===== src/rtl/load_store_unit.sv =====
// rtl/load_store_unit.sv - CPU load/store unit with fault detection and sub-word read-modify-write stores
module load_store_unit #(
    parameter logic [31:0] ADDR_LIMIT = 32'h00001000
) (
    input  logic        clk,
    input  logic        reset,
    input  logic        req_valid,
    input  logic        req_write,
    input  logic [1:0]  req_size,
    input  logic        req_unsigned,
    input  logic [31:0] req_addr,
    input  logic [31:0] req_wdata,
    output logic        stall,
    output logic [31:0] rdata,
    output logic        err,
    output logic        err_sticky,
    output logic        mem_read,
    output logic        mem_write,
    output logic [31:0] mem_addr,
    output logic [31:0] mem_wdata,
    input  logic [31:0] mem_rdata
);

    typedef enum logic {
        IDLE  = 1'b0,
        WRITE = 1'b1
    } state_t;

    state_t      state;
    state_t      state_next;
    logic [31:0] merge_addr;
    logic [31:0] merge_data;
    logic        misalign;
    logic        fault;
    logic        start_rmw;
    logic [7:0]  byte_sel;
    logic [15:0] half_sel;
    logic [31:0] load_val;
    logic [31:0] merged;

    // Alignment, illegal size and out-of-range checks for the presented request
    always_comb begin
        misalign = 1'b0;
        case (req_size)
            2'b00:   misalign = 1'b0;
            2'b01:   misalign = req_addr[0];
            2'b10:   misalign = |req_addr[1:0];
            default: misalign = 1'b1;
        endcase
        fault = req_valid && (misalign || (req_addr >= ADDR_LIMIT));
    end

    // Little-endian lane extraction with sign/zero extension, and lane merge for stores
    always_comb begin
        byte_sel = mem_rdata[{req_addr[1:0], 3'b000} +: 8];
        half_sel = req_addr[1] ? mem_rdata[31:16] : mem_rdata[15:0];
        case (req_size)
            2'b00:   load_val = {{24{~req_unsigned & byte_sel[7]}}, byte_sel};
            2'b01:   load_val = {{16{~req_unsigned & half_sel[15]}}, half_sel};
            default: load_val = mem_rdata;
        endcase
        merged = mem_rdata;
        if (req_size == 2'b00) begin
            merged[{req_addr[1:0], 3'b000} +: 8] = req_wdata[7:0];
        end else begin
            merged[{req_addr[1], 4'b0000} +: 16] = req_wdata[15:0];
        end
    end

    // Next-state and strobe decode; while reset is low every strobe is forced quiet
    always_comb begin
        state_next = state;
        stall      = 1'b0;
        rdata      = 32'h0;
        err        = 1'b0;
        mem_read   = 1'b0;
        mem_write  = 1'b0;
        mem_addr   = {req_addr[31:2], 2'b00};
        mem_wdata  = 32'h0;
        start_rmw  = 1'b0;
        case (state)
            IDLE: begin
                if (req_valid) begin
                    if (fault) begin
                        err = 1'b1;
                    end else if (!req_write) begin
                        mem_read = 1'b1;
                        rdata    = load_val;
                    end else if (req_size == 2'b10) begin
                        mem_write = 1'b1;
                        mem_wdata = req_wdata;
                    end else begin
                        mem_read   = 1'b1;
                        stall      = 1'b1;
                        start_rmw  = 1'b1;
                        state_next = WRITE;
                    end
                end
            end
            WRITE: begin
                // The held store is ignored here; only the captured merge is written
                mem_addr   = merge_addr;
                mem_write  = 1'b1;
                mem_wdata  = merge_data;
                state_next = IDLE;
            end
            default: state_next = IDLE;
        endcase
        if (!reset) begin
            stall      = 1'b0;
            rdata      = 32'h0;
            err        = 1'b0;
            mem_read   = 1'b0;
            mem_write  = 1'b0;
            start_rmw  = 1'b0;
            state_next = IDLE;
        end
    end

    // State register, merge capture for sub-word stores, and latched fault flag
    always_ff @(posedge clk or negedge reset) begin
        if (!reset) begin
            state      <= IDLE;
            merge_addr <= 32'h0;
            merge_data <= 32'h0;
            err_sticky <= 1'b0;
        end else begin
            state <= state_next;
            if (start_rmw) begin
                merge_addr <= {req_addr[31:2], 2'b00};
                merge_data <= merged;
            end
            if (err) begin
                err_sticky <= 1'b1;
            end
        end
    end

endmodule


===== config.mk =====
export PLATFORM = sky130hd
export DESIGN_NAME = load_store_unit
export DESIGN_NICKNAME = d
export VERILOG_FILES = /design/src/rtl/load_store_unit.sv
export SDC_FILE = /design/constraint.sdc
export NUM_CORES = 1
export LEC_CHECK = 0
export CAP_MARGIN = 5
export CORE_MARGIN = 2
export CORE_UTILIZATION = 40
export CTS_CLUSTER_DIAMETER = 50
export CTS_CLUSTER_SIZE = 30
export DETAILED_ROUTE_END_ITERATION = 6
export GPL_ROUTABILITY_DRIVEN = 0
export HOLD_SLACK_MARGIN = 0.05
export PLACE_DENSITY = 0.75
export SYNTH_ARGS = -nofsm -noshare
export SYNTH_HDL_FRONTEND = slang
export SYNTH_SLANG_ARGS = --single-unit

===== constraint.sdc =====
create_clock -name clk -period 3.9 [get_ports clk]
set_input_delay 0.78 -clock clk [delete_from_list [all_inputs] [get_ports clk]]
set_output_delay 0.78 -clock clk [all_outputs]
set_load 0.005 [all_outputs]

==> results by group <==
Run status
  • Status: completed

Die
  • Boundary Pins: ~200
  • Starting Density: 0.410
  • Die Area: 0.0133 mm²
  • Chip width: roughly 120 µm
  • Die Y: 115 µm
  • Core Rows: 40
  • Core ar.: roughly 0.012 mm²

Routing
  • Routed wire length per instance: approximately 20 µm
  • Router iterations before antenna repair: 4
  • Antenna-violating nets left: 0
  • Vias: around 5,200
  • DR vias/cell: just under 6
  • Detailed Route Iter0 Violations: 420
  • Overall routed net length: 18,000 µm
  • # DRC: 0

Yosys
  • Cell variety after synth: a little under 50
  • Ys flop type: dfrtp_1
  • Async SR Flop Fraction: 1.00
  • Synthesized instance count: about 530
  • Mapped Area: just under 0.005 mm²
  • Largest family of logic cells by synthesized area: multiplexers
  • Xor-xnor portion of the synthesized cell area: 0
  • #FFs+latches synth: 64
  • Post-synthesis mux area share: 0.223
  • Simple-gate portion of the synthesized area: 0.189
  • Synthesis Warnings: 0
  • Compound-cell area share of the yosys netlist: 0.187
  • Synth Area in Adders: 0.0101
  • Post-synth EDFFs: 0
  • Sequential area share after synthesis: 0.324
  • Mean Syn Cell Area: 9.29 µm²

Setup path
  • Worst Path Required: 3.12 ns
  • Critical Path Start: req_addr[17]
  • CP Launch Type: input port
  • Crit path capture type: output pin
  • Data arrival time of the critical path: ~3 ns
  • CP max FO: 18
  • Kind of critical path: input port to output pin
  • Reg-to-Reg Start: state

Final layout
  • Layout cells sized above 1: 0.205
  • Layout Nets: approximately 840
  • Fillers: about 1,000
  • Multi-input gate area: approximately 0.0031 mm²
  • Commonest non-fill, non-tap cells in the layout: 156 x clkdlybuf4s50_1, 63 x dfrtp_1, 59 x mux2_2
  • Final non-filler cell area: roughly 0.0076 mm²
  • P&R area growth vs syn: 53.1%
  • Storage cell area: ~0.0016 mm²
  • Finished Core Util: 0.628
  • Commonest non-fill, non-tap cell in the layout: clkdlybuf4s50_1
  • Number of inserted diodes: 0

Global routing
  • Global routing usage on met2: 0.451
  • Vias in the first global route: ~5,300
  • Total gr overflow: 0
  • First-pass GRT wire length: 28,200 µm
  • GRT Util Overall: 0.272
  • Initial antenna violation count: 0
  • Busiest grt layer: met2
  • Largest net degree at the start of global routing: 95
  • Met1 usage: 0.340
  • Met3 GRT Util: 0.0749

CTS
  • Clk sinks: between 60 and 70
  • Clk pin slew, worst setup/hold paths: about 0.05 ns
  • CTS tree: yes
  • Htree depth: 3
  • Worst-skew pair later-pin latency: 0.33 ns
  • Clk buf depth: 2
  • Root buffer cell: clkbuf_16
  • Hold-fix buffer count after cts: 0
  • CTS Buf Count: 9

Timing
  • Max-slew violations: 0
  • Fin crit period: ~3.8 ns
  • Fmax achieved: between 200 and 300 MHz
  • Slew at the pin with the worst max-slew slack: 0.960 ns
  • Fin crit share: 0.978
  • Final setup viols: 0
  • RSZ-0062 raised after global routing: false
  • Worst hold slack: approximately 0.48 ns
  • Max_slew headroom: 0.360
  • Skew final: 0.00460 ns
  • Setup WS post-layout: 0.0845 ns
  • Hold Vio Cnt, Final: 0

Pwr
  • Switching power: between 400 and 500 µW
  • Combinational Power Share: 0.226
  • Clock power share: 0.400
  • Sw frac: 0.272
  • Pint: approximately 1.3 mW
  • P_leak: around 3.4 nW
  • Worst vdd ir: ~0.16 mV
  • PwrDens: between 200 and 250 mW/mm²
  • Sequential share of power: 0.373

Placed design
  • Place WS: -0.269 ns
  • Input/output buffers: approximately 200
  • Hpwl dp: between 10,000 and 15,000 µm
  • Area after DPL: slightly above 0.007 mm²

Job
  • Max Cap Violations: 0

Min path
  • Hold_sp: merge_addr[10]
  • HP Class: register to register
-- per-stage QoR --
stage                     TNS, ns  std cells  total power [mW]
after floorplan                 0        533             0.828
after detailed placement    -5.90        888              1.07
after CTS                       0        906              1.79
after global placement      -3.66        888              1.06
final                           0        906              1.78
after global routing            0        906              1.86
-- registers in the layout (all words and copies together), names as in the netlist --
name / flops
merge_addr: 30
state: 1
merge_data: 32
err_sticky: 1
-- power by group through the flow --
stage | combinational [mW] | clock (mW) | sequential [mW]
global placement | 0.387 | 0 | 0.676
floorplan | 0.151 | 0 | 0.676
detailed placement | 0.396 | 0 | 0.676
CTS | 0.399 | 0.731 | 0.664
finish | 0.403 | 0.713 | 0.665
global route | 0.430 | 0.761 | 0.664
-- layer usage --
layer / part of all wire / wire length [µm]
met1: 0.40 / 7110
met2: 0.48 / 8550
met3: 0.098 / 1770
met4: 0.031 / 561
met5: 0 / 0
-- cells in the mapped netlist (2+ instances only) --
master	count	area share
a21oi_1	21	0.021
nand3_1	3	0.0030
ha_1	4	0.010
clkbuf_1	34	0.026
a221oi_1	19	0.034
nor2_1	21	0.016
inv_1	14	0.011
dfrtp_1	64	0.32
o32ai_1	2	0.0035
a221oi_2	5	0.015
buf_4	2	0.0030
mux2_2	59	0.13
nor4_1	2	0.0025
nand4_1	32	0.040
nor3_2	10	0.020
a211oi_1	5	0.0076
o21bai_1	2	0.0030
o21ai_0	42	0.043
nor3_1	8	0.0081
a22o_1	16	0.028
buf_6	8	0.018
o22ai_1	10	0.013
and3_1	2	0.0025
nand2_1	54	0.041
buf_1	7	0.0053
mux2i_1	19	0.038
mux2_1	18	0.041
mux4_2	2	0.0091
buf_2	3	0.0030
nor4_4	4	0.017
nor2b_1	22	0.028
-- area by class of cell --
class | count | share of cell area
Inverter | 15 | 0.00744
Clock buffer | 11 | 0.0307
Clock inverter | 4 | 0.00298
Timing Repair Buffer | 244 | 0.315
Tap cell | 168 | 0.0278
Multi-Input combinational cell | 400 | 0.404
Sequential cell | 64 | 0.212
-- worst max-delay path, cell delays in order --
cell and delay (ns):
clkdlybuf4s50_1 0.48, nor4_4 0.23, buf_4 0.17, o2111a_1 0.24, buf_12 0.16, buf_12 0.16
nand4_1 0.10, o21ai_0 0.17, clkdlybuf4s50_1 0.53
-- cells by family after synthesis --
| group | count (synthesis) |
|---|---|
| buffers and inverters | 69 |
| DFF | 64 |
| muxes | 98 |
| and+or+nand+nor | 164 |
| other | 1 |
| adders and majority gates | 4 |
| AOI/OAI and AO/OA | 132 |
-- timing repair --
item,CTS,global route
setup endpoints to repair,43,49
gates cloned,0,0
endpoints found under the hold margin,0,0
resized for setup,46,21
pin swaps,2,2
setup buffers,3,0
-- path summary, 6_finish.rpt --
| kind | to | slack (ns) | cells past startpoint |
|---|---|---|---|
| max | mem_wdata[18] | 0.08 | 9 |
| min | merge_addr[10] | 0.48 | 1 |
| max reg2reg | merge_data[27] | 1.96 | 6 |
| min reg2reg | merge_addr[10] | 0.48 | 1 |
| max in group asynchronous | state | 2.64 | 2 |
| min in group asynchronous | merge_addr[25] | 0.68 | 2 |
(Power assumes the default switching activity.)
